<file path="config.mk">
export PLATFORM = sky130hd
export DESIGN_NAME = pwm_audio_capture_flat
export DESIGN_NICKNAME = d
export VERILOG_FILES = /design/src/rtl/pwm_audio_capture_if.sv /design/src/rtl/pwm_audio_capture.sv /design/src/flat_wrapper.sv
export SDC_FILE = /design/constraint.sdc
export NUM_CORES = 1
export LEC_CHECK = 0
export BUFFER_PORTS_ARGS = -buffer_cell sky130_fd_sc_hd__buf_2
export CORE_ASPECT_RATIO = 1.2
export CORE_MARGIN = 5
export CORE_UTILIZATION = 40
export DETAILED_ROUTE_END_ITERATION = 10
export PLACE_DENSITY = 0.54
export SLEW_MARGIN = 20
export SYNTH_ARGS = -nofsm -noshare
export SYNTH_HDL_FRONTEND = slang
export SYNTH_SLANG_ARGS = --single-unit
</file>
<file path="constraint.sdc">
create_clock -name i_clk -period 2.2 [get_ports i_clk]
set_clock_uncertainty 0.15 [all_clocks]
set_input_delay 0.22 -clock i_clk [delete_from_list [all_inputs] [get_ports i_clk]]
set_output_delay 0.22 -clock i_clk [all_outputs]
set_load 0.05 [all_outputs]
</file>
<file path="src/rtl/pwm_audio_capture_if.sv">
// PWM audio capture bus.
//   pwm_in       : raw PWM line into the capture block (asynchronous to clk)
//   sample       : last recovered sample, held between updates
//   sample_valid : one-cycle pulse when sample updates
//   period_err   : one-cycle pulse on a malformed or stuck period
//   locked       : high after two consecutive good periods
// master = PWM source / result consumer, slave = capture block.
interface pwm_audio_capture_if #(
  parameter int unsigned DATA_W = 8
);
  logic              pwm_in;
  logic [DATA_W-1:0] sample;
  logic              sample_valid;
  logic              period_err;
  logic              locked;

  modport master (
    output pwm_in,
    input  sample,
    input  sample_valid,
    input  period_err,
    input  locked
  );

  modport slave (
    input  pwm_in,
    output sample,
    output sample_valid,
    output period_err,
    output locked
  );
endinterface

</file>
<file path="src/rtl/pwm_audio_capture.sv">
// Recovers 8-bit (DATA_W) samples from a PWM stream by measuring high time per
// 2**DATA_W-clock period. Flags malformed/stuck periods and reports lock.
// Ports:
//   i_clk   : system clock
//   i_rst_n : asynchronous active-low reset
//   bus     : pwm_audio_capture_if.slave (pwm_in in; sample, sample_valid,
//             period_err, locked out; all outputs registered)
module pwm_audio_capture #(
  parameter int unsigned DATA_W      = 8,
  parameter int unsigned TOL         = 0,
  parameter int unsigned SYNC_STAGES = 2
) (
  input  logic                  i_clk,
  input  logic                  i_rst_n,
  pwm_audio_capture_if.slave    bus
);

  localparam int unsigned CNT_W  = DATA_W + 2;
  localparam int unsigned PERIOD = 1 << DATA_W;
  // Counter value at which the next increment would reach PERIOD+TOL+1.
  localparam logic [CNT_W-1:0] LIMIT  = CNT_W'(PERIOD + TOL);
  localparam logic [CNT_W-1:0] PER_LO = CNT_W'(PERIOD - TOL);

  typedef enum logic [1:0] {StIdle, StHigh, StLow} state_e;

  logic [SYNC_STAGES-1:0] r_sync;
  logic                   w_s;
  logic                   r_s_d;
  logic                   r_rise, r_fall;
  state_e                 r_state, w_state_d;
  logic [CNT_W-1:0]       r_per, r_hi, w_per_d, w_hi_d;
  logic [DATA_W-1:0]      r_sample, w_sample_d;
  logic                   r_valid, w_valid_d;
  logic                   r_err, w_err_d;
  logic                   r_good, w_good_d;
  logic                   r_locked, w_locked_d;
  logic                   w_restart, w_ev_pass, w_ev_fail, w_ev_zero, w_ev_stuck;
  logic                   w_timeout, w_in_tol;
  logic [CNT_W-1:0]       w_per_inc, w_hi_inc;

  assign w_s = r_sync[SYNC_STAGES-1];

  // Edge detect is registered so rise/fall line up with r_s_d, which is the
  // level the counters use.
  always_ff @(posedge i_clk or negedge i_rst_n) begin
    if (!i_rst_n) begin
      r_sync <= '0;
      r_s_d  <= 1'b0;
      r_rise <= 1'b0;
      r_fall <= 1'b0;
    end else begin
      r_sync <= {r_sync[SYNC_STAGES-2:0], bus.pwm_in};
      r_s_d  <= w_s;
      r_rise <= w_s & ~r_s_d;
      r_fall <= ~w_s & r_s_d;
    end
  end

  assign w_per_inc = (r_per == '1) ? r_per : r_per + CNT_W'(1);
  assign w_hi_inc  = (r_hi == '1) ? r_hi : r_hi + CNT_W'(1);
  assign w_timeout = (r_per >= LIMIT);
  assign w_in_tol  = (r_per >= PER_LO) && (r_per <= LIMIT);

  // State register
  always_ff @(posedge i_clk or negedge i_rst_n) begin
    if (!i_rst_n) r_state <= StIdle;
    else          r_state <= w_state_d;
  end

  // Next state and period events; a rise always beats a timeout.
  always_comb begin
    w_state_d  = r_state;
    w_restart  = 1'b0;
    w_ev_pass  = 1'b0;
    w_ev_fail  = 1'b0;
    w_ev_zero  = 1'b0;
    w_ev_stuck = 1'b0;
    case (r_state)
      StIdle: begin
        if (r_rise) begin
          w_restart = 1'b1;
          w_state_d = StHigh;
        end
      end
      StHigh: begin
        if (w_timeout) begin
          w_ev_stuck = 1'b1;
          w_state_d  = StIdle;
        end else if (r_fall) begin
          w_state_d = StLow;
        end
      end
      StLow: begin
        if (r_rise) begin
          w_restart = 1'b1;
          w_state_d = StHigh;
          if (w_in_tol) w_ev_pass = 1'b1;
          else          w_ev_fail = 1'b1;
        end else if (w_timeout) begin
          w_ev_zero = 1'b1;
        end
      end
      default: w_state_d = StIdle;
    endcase
  end

  // Counter and output next values
  always_comb begin
    w_per_d    = r_per;
    w_hi_d     = r_hi;
    if (w_restart) begin
      w_per_d = CNT_W'(1);
      w_hi_d  = CNT_W'(1);
    end else if (w_ev_stuck || w_ev_zero || (r_state == StIdle)) begin
      w_per_d = '0;
      w_hi_d  = '0;
    end else begin
      w_per_d = w_per_inc;
      if ((r_state == StHigh) && r_s_d) w_hi_d = w_hi_inc;
    end

    w_valid_d  = w_ev_pass | w_ev_zero;
    w_err_d    = w_ev_fail | w_ev_stuck;
    w_sample_d = r_sample;
    if (w_ev_pass)      w_sample_d = r_hi[DATA_W-1:0];
    else if (w_ev_zero) w_sample_d = '0;

    w_good_d   = r_good;
    w_locked_d = r_locked;
    if (w_err_d) begin
      w_good_d   = 1'b0;
      w_locked_d = 1'b0;
    end else if (w_valid_d) begin
      w_good_d = 1'b1;
      if (r_good) w_locked_d = 1'b1;
    end
  end

  always_ff @(posedge i_clk or negedge i_rst_n) begin
    if (!i_rst_n) begin
      r_per    <= '0;
      r_hi     <= '0;
      r_sample <= '0;
      r_valid  <= 1'b0;
      r_err    <= 1'b0;
      r_good   <= 1'b0;
      r_locked <= 1'b0;
    end else begin
      r_per    <= w_per_d;
      r_hi     <= w_hi_d;
      r_sample <= w_sample_d;
      r_valid  <= w_valid_d;
      r_err    <= w_err_d;
      r_good   <= w_good_d;
      r_locked <= w_locked_d;
    end
  end

  assign bus.sample       = r_sample;
  assign bus.sample_valid = r_valid;
  assign bus.period_err   = r_err;
  assign bus.locked       = r_locked;

endmodule

</file>
<file path="src/flat_wrapper.sv">
// flat-port wrapper written by rule: the top's interface ports become plain ports
module pwm_audio_capture_flat 
#(
  parameter int unsigned DATA_W      = 8,
  parameter int unsigned TOL         = 0,
  parameter int unsigned SYNC_STAGES = 2
)
  (i_clk, i_rst_n, bus_pwm_in, bus_sample, bus_sample_valid, bus_period_err, bus_locked);
  pwm_audio_capture_if #(.DATA_W(DATA_W)) bus_i ();
  input  logic i_clk;
  input  logic i_rst_n;
  input wire logic [$bits(bus_i.pwm_in)-1:0] bus_pwm_in;
  output wire logic [$bits(bus_i.sample)-1:0] bus_sample;
  output wire logic [$bits(bus_i.sample_valid)-1:0] bus_sample_valid;
  output wire logic [$bits(bus_i.period_err)-1:0] bus_period_err;
  output wire logic [$bits(bus_i.locked)-1:0] bus_locked;
  assign bus_i.pwm_in = bus_pwm_in;
  assign bus_sample = bus_i.sample;
  assign bus_sample_valid = bus_i.sample_valid;
  assign bus_period_err = bus_i.period_err;
  assign bus_locked = bus_i.locked;
  pwm_audio_capture #(.DATA_W(DATA_W), .TOL(TOL), .SYNC_STAGES(SYNC_STAGES)) u_core (.i_clk(i_clk), .i_rst_n(i_rst_n), .bus(bus_i));
endmodule
</file>
; ---- After elaboration in Yosys (flattened, before gate mapping)
; Index checks and enable logic that the tools add are counted.
[word_totals]
register_bits = 39
out_inout_bits = 11
word_cells = 73
inputBits = 3
[classes]
n_reduce_logical = 13
bitwise = 6
n_lt_le_gt_ge = 2
eq_ne = 8
add_sub_neg = 2
mux = 30
[op_table]
columns = op, n
row1 = two-way mux 10 bit, 7
row2 = "adder 10 x 1 -> 10 bit, second input constant", 2
row3 = "equality test 10 bit, second input constant", 2
row4 = two-way mux 1 bit, 17
row5 = two-way mux 8 bit, 2
row6 = ">= comparator 10 x 9 -> 1 bit, second input constant", 1
row7 = "<= comparator 10 x 9 -> 1 bit, second input constant", 1
row8 = two-way mux 2 bit, 3
row9 = "!= test 3 x 2 -> 1 bit, second input constant", 2
row10 = AND reduction 2 bit, 3
row11 = nonzero test 2 bit, 3
row12 = one-hot mux 2 bit (2 select lines), 1
row13 = "!= test 3 x 1 -> 1 bit, second input constant", 1
row14 = nonzero test 3 bit, 1
row15 = bitwise AND 1 bit, 2
row16 = "equality test 2 x 1 -> 1 bit, second input constant", 1
row17 = "equality test 2 bit, second input constant", 1
row18 = logical AND 1 bit, 2
row19 = logical NOT 2 bit, 1
row20 = logical OR 1 bit, 2
row21 = "!= test 2 x 1 -> 1 bit, second input constant", 1
row22 = NOT 1 bit, 2
row23 = bitwise OR 1 bit, 2
row24 = OR reduction 2 bit, 1

; ---- Depth between registers and ports, before layout
[logic_depth]
depth_word = 8
mapped_depth = 7

; ---- Worst setup path before layout
; No wires, ideal clock.
[synth_timing]
path_kind = register to register
startpoint = register u_core.r_per[0]
endpoint = register u_core.r_sample[0] (netlist: u_core.bus.sample[0])
path_stages_with_launch = 7
arrival_time_ns = 1.627
setup_slack_ns = 0.302
setup_time_ns = 0.121
period_less_slack_ns = 1.898
path_cell_list = dfrtp_1 inv_1 ha_1 or3b_2 nor4_2 nor2_1 a22o_1
[synth_between]
elab_chain_cells = 6
elab_cells_between_ends = 11
cone_classes = order compare: 2 / mux: 7 / reduce/logical: 2
[synth_rtl]
columns = element, line
row1 = from (decl), pwm_audio_capture.sv:31  ; logic [CNT_W-1:0] r_per, r_hi, w_per_d, w_hi_d;
row2 = from (signal assigned), pwm_audio_capture.sv:149  ; r_per <= w_per_d;
row3 = >= comparator 10 x 9 -> 1 bit or <= comparator 10 x 9 -> 1 bit (tied branches), "pwm_audio_capture.sv:61, pwm_audio_capture.sv:62"
row4 = logical AND 1 bit, pwm_audio_capture.sv:62  ; assign w_in_tol = (r_per >= PER_LO) && (r_per <= LIMIT);
row5 = two-way mux 1 bit, pwm_audio_capture.sv:97  ; if (w_in_tol) w_ev_pass = 1'b1;
row6 = two-way mux 1 bit, pwm_audio_capture.sv:94  ; if (r_rise) begin
row7 = two-way mux 1 bit, pwm_audio_capture.sv:78  ; case (r_state)
row8 = two-way mux 8 bit or nonzero test 2 bit (tied branches), -
row9 = to (signal assigned), pwm_audio_capture.sv:151  ; r_sample <= w_sample_d;
row10 = to (decl), pwm_audio_capture.sv:32  ; logic [DATA_W-1:0] r_sample, w_sample_d;
; Parallel ways exist; a longest one is shown, timed or not.
; A chain may end at the register's enable or synchronous reset.

; ---- Worst setup path after layout
[layout_timing]
startpoint = register u_core.r_per[0]
endpoint = register u_core.r_sample[5] (netlist: u_core.bus.sample[5])
; Same word-level chain as after synthesis.

==> impl_metrics.env <==
export IMPL_finalHoldViolations=0
export IMPL_rr_endpoint="u_core.bus.sample[5]"
export IMPL_yosysWarnings=0
export IMPL_crit_arrival_ns=2.10
export IMPL_r2r_setup_slack_ns=0.13
export IMPL_hpwl_um=2802
export IMPL_netlist_cell_type_count=43
export IMPL_hold_ws_ns=0.2024
export IMPL_post_route_period_util=0.9411
export IMPL_post_dp_cell_area_mm2=0.001984
export IMPL_yosysSeqAreaShare=0.5310
export IMPL_synth_async_sr_flop_share=1.000
export IMPL_fp_dieArea_mm2=0.006056
export IMPL_status="completed"
export IMPL_crit_required_ns=2.23
export IMPL_synth_adder_area_share=0.02042
export IMPL_netlist_instances=177
export IMPL_synth_avg_cell_area_um2=10.38
export IMPL_pwr_density_cell_mw_per_mm2=819.1
export IMPL_top_layer="met4"
export IMPL_synth_seq_cells=39
export IMPL_critical_path_top_delay_family="simple AND/OR/NAND/NOR gates"
export IMPL_grt_pass1_vias=1432
export IMPL_floorplan_initialDensity=0.4060
export IMPL_crit_start="u_core.r_per[0]"
export IMPL_drt_iter0_drc=93
export IMPL_cap_violations=0
export IMPL_reg2reg_depth=6
export IMPL_viasPerCell=5.710
export IMPL_grt_total_usage=0.1371
export IMPL_postRouteAntennaNets=0
export IMPL_grt_ovfl_total=0
export IMPL_core_area_mm2=0.004527
export IMPL_io_pins=14
export IMPL_critPathMaxStageDelay_ns=0.47
export IMPL_portBuffers=13
export IMPL_routed_wl_um=3819
export IMPL_fp_dieH_um=84.26
export IMPL_crit_slowest_cell="or3b_2"
export IMPL_antenna_cells=0
export IMPL_die_w_um=71.88
export IMPL_netlist_area_mm2=0.001838
export IMPL_fin_crit_ns=2.070
export IMPL_wl_per_cell_um=14.75
export IMPL_cts_tree="yes"
export IMPL_synthSimpleGateAreaFrac=0.2138
export IMPL_final_cell_mix="dfrtp_1, nor2_1, buf_2, nand2_1, nand3_1"
export IMPL_critPathLaunchType="flip-flop"
export IMPL_crit_path_end="u_core.bus.sample[5]"
export IMPL_wl_met1_um=1681
export IMPL_r2r_start="u_core.r_per[0]"
export IMPL_worstSkewPairLatency_ns=0.29
export IMPL_synth_compound_area_frac=0.1695
export IMPL_fmax_ghz=0.4830
export IMPL_gp_congestion=0.8694
export IMPL_relSlewSlack=0.4226
export IMPL_fin_area_mm2=0.002122
export IMPL_criticalPathCategory="reg -> reg"
export IMPL_endpoint_kind="flip-flop"
export IMPL_p_leak_uw=0.0009380
export IMPL_cts_made_buffers=5
export IMPL_rsz0062_at_grt="true"
export IMPL_route_detailed_drc=0
export IMPL_fin_nets=206
export IMPL_placedCellCount=249
export IMPL_dr_wl_met2_um=1920
export IMPL_htreeDepth=2
export IMPL_firstDrtPassIters=4
export IMPL_synth_area_leaders="dfrtp_1, a22o_1, nor2_1"
export IMPL_layout_drive_gt1_share=0.1692
export IMPL_root_buffer="clkbuf_8"
export IMPL_yosys_most_used_dff="dfrtp_1"
export IMPL_clk_path_buf_depth=2
export IMPL_yosysTopAreaCell="dfrtp_1"
export IMPL_cts_resized_gates=0
export IMPL_path_buf_inv=1
export IMPL_grt_antenna_before_repair=0
export IMPL_tightest_slew_ns=0.8661
export IMPL_finalSetupTns_ns=0
export IMPL_vias=1479
export IMPL_path_max_fanout=9
export IMPL_final_max_slew_violation_count=0
export IMPL_grt_pass1_wl_um=6548
export IMPL_fp_row_count=27
export IMPL_finalSetupViolCount=0
export IMPL_wl_met3_um=161
export IMPL_synth_xor_area_share=0.01430
export IMPL_stdcell_count=259
export IMPL_syn_nets=183
export IMPL_crit_chain="inv_1, ha_1, or3b_2, nor4_2, nor2_1, a22o_1"
export IMPL_preCtsSetupSlack_ns=0.1203
export IMPL_cts_sinks=39
export IMPL_cp_num_cells=6
export IMPL_layout_commonest_cell="dfrtp_1"
export IMPL_grt_max_degree=40
export IMPL_synth_top_area_share=0.5310
export IMPL_synth_edf_count=0
export IMPL_synth_top_family_by_area="simple AND/OR/NAND/NOR gates"
export IMPL_setup_ws_ns=0.1295
export IMPL_holdCritPathClass="reg -> reg"
export IMPL_clk_pin_slew_ns=0.08
export IMPL_area_growth_pct=15.45
export IMPL_peakVddDrop_uv=325.1
export IMPL_synthMuxAreaShare=0.01089
## report_power, final
part           switching (µW)  internal [µW]
registers                51.7            762
clock network             245            367
logic                     188            123
total                     485           1250
## state kept, by name, summed over array words and instances (netlist names)
signal,flops
u_core.bus.locked,1
u_core.bus.period_err,1
u_core.bus.sample,8
u_core.bus.sample_valid,1
u_core.r_fall,1
u_core.r_good,1
u_core.r_hi,10
u_core.r_per,10
u_core.r_rise,1
u_core.r_s_d,1
u_core.r_state,2
u_core.r_sync,2
## cell type report
type,instances,area [µm²]
fill,451,2405
sequential,39,975.9
multi-input combinational,125,788.3
timing repair buffer,23,145.1
clock buffer,6,82.58
tap,58,72.57
clock inverter,2,35.03
inverter,6,22.52
## through the flow
stage                     total power (µW)    util
after global placement                1127  0.4384
after global routing                  1839  0.4688
after floorplan                       1050       -
final                                 1738  0.4688
after detailed placement              1140  0.4384
after CTS                             1760  0.4688
## logic make-up after synthesis
logic type                 Yosys count
adders and majority gates            3
DFF                                 39
muxes                                2
xor gates and xnor gates             3
AOI/OAI and AO/OA                   45
buffers and inverters               13
and+or+nand+nor                     72
## metal layers
layer,vias to the layer above,track usage
met2,33,0.2308
li1,705,-
met1,734,0.1649
met4,0,0.04615
met5,-,0
met3,7,0.04192
## timing repair
item / 4_1_cts / 5_1_grt
hold buffers: 2 / 0
hold endpoints to repair: 40 / 0
endpoints found under the setup margin: 0 / 8
setup buffers: 0 / 0
## cell usage after synthesis (all sizes together) (3+ instances only)
| cell | count |
|---|---|
| nor2 | 14 |
| o31ai | 7 |
| inv | 6 |
| dfrtp | 39 |
| a21oi | 9 |
| nand2 | 11 |
| nand3 | 10 |
| and3 | 4 |
| o21ai | 7 |
| ha | 3 |
| nor3 | 8 |
| a22o | 8 |
| nand2b | 3 |
| buf | 5 |
| nand4 | 6 |
| or4 | 4 |
## worst min path at each step
stage	end	slack [ns]	depth (start not counted)	start
final	u_core.r_sync[1]	0.20	0	u_core.r_sync[0]
after global routing	u_core.r_sync[1]	0.21	0	u_core.r_sync[0]
after CTS	u_core.r_sync[1]	0.20	0	u_core.r_sync[0]
after detailed placement	u_core.r_sync[0]	0.18	1	bus_pwm_in
after global placement	u_core.r_sync[0]	0.18	1	bus_pwm_in
after floorplan	u_core.bus.locked	-0.23	0	i_rst_n
Note: power is estimated with default switching activity, not from simulation.
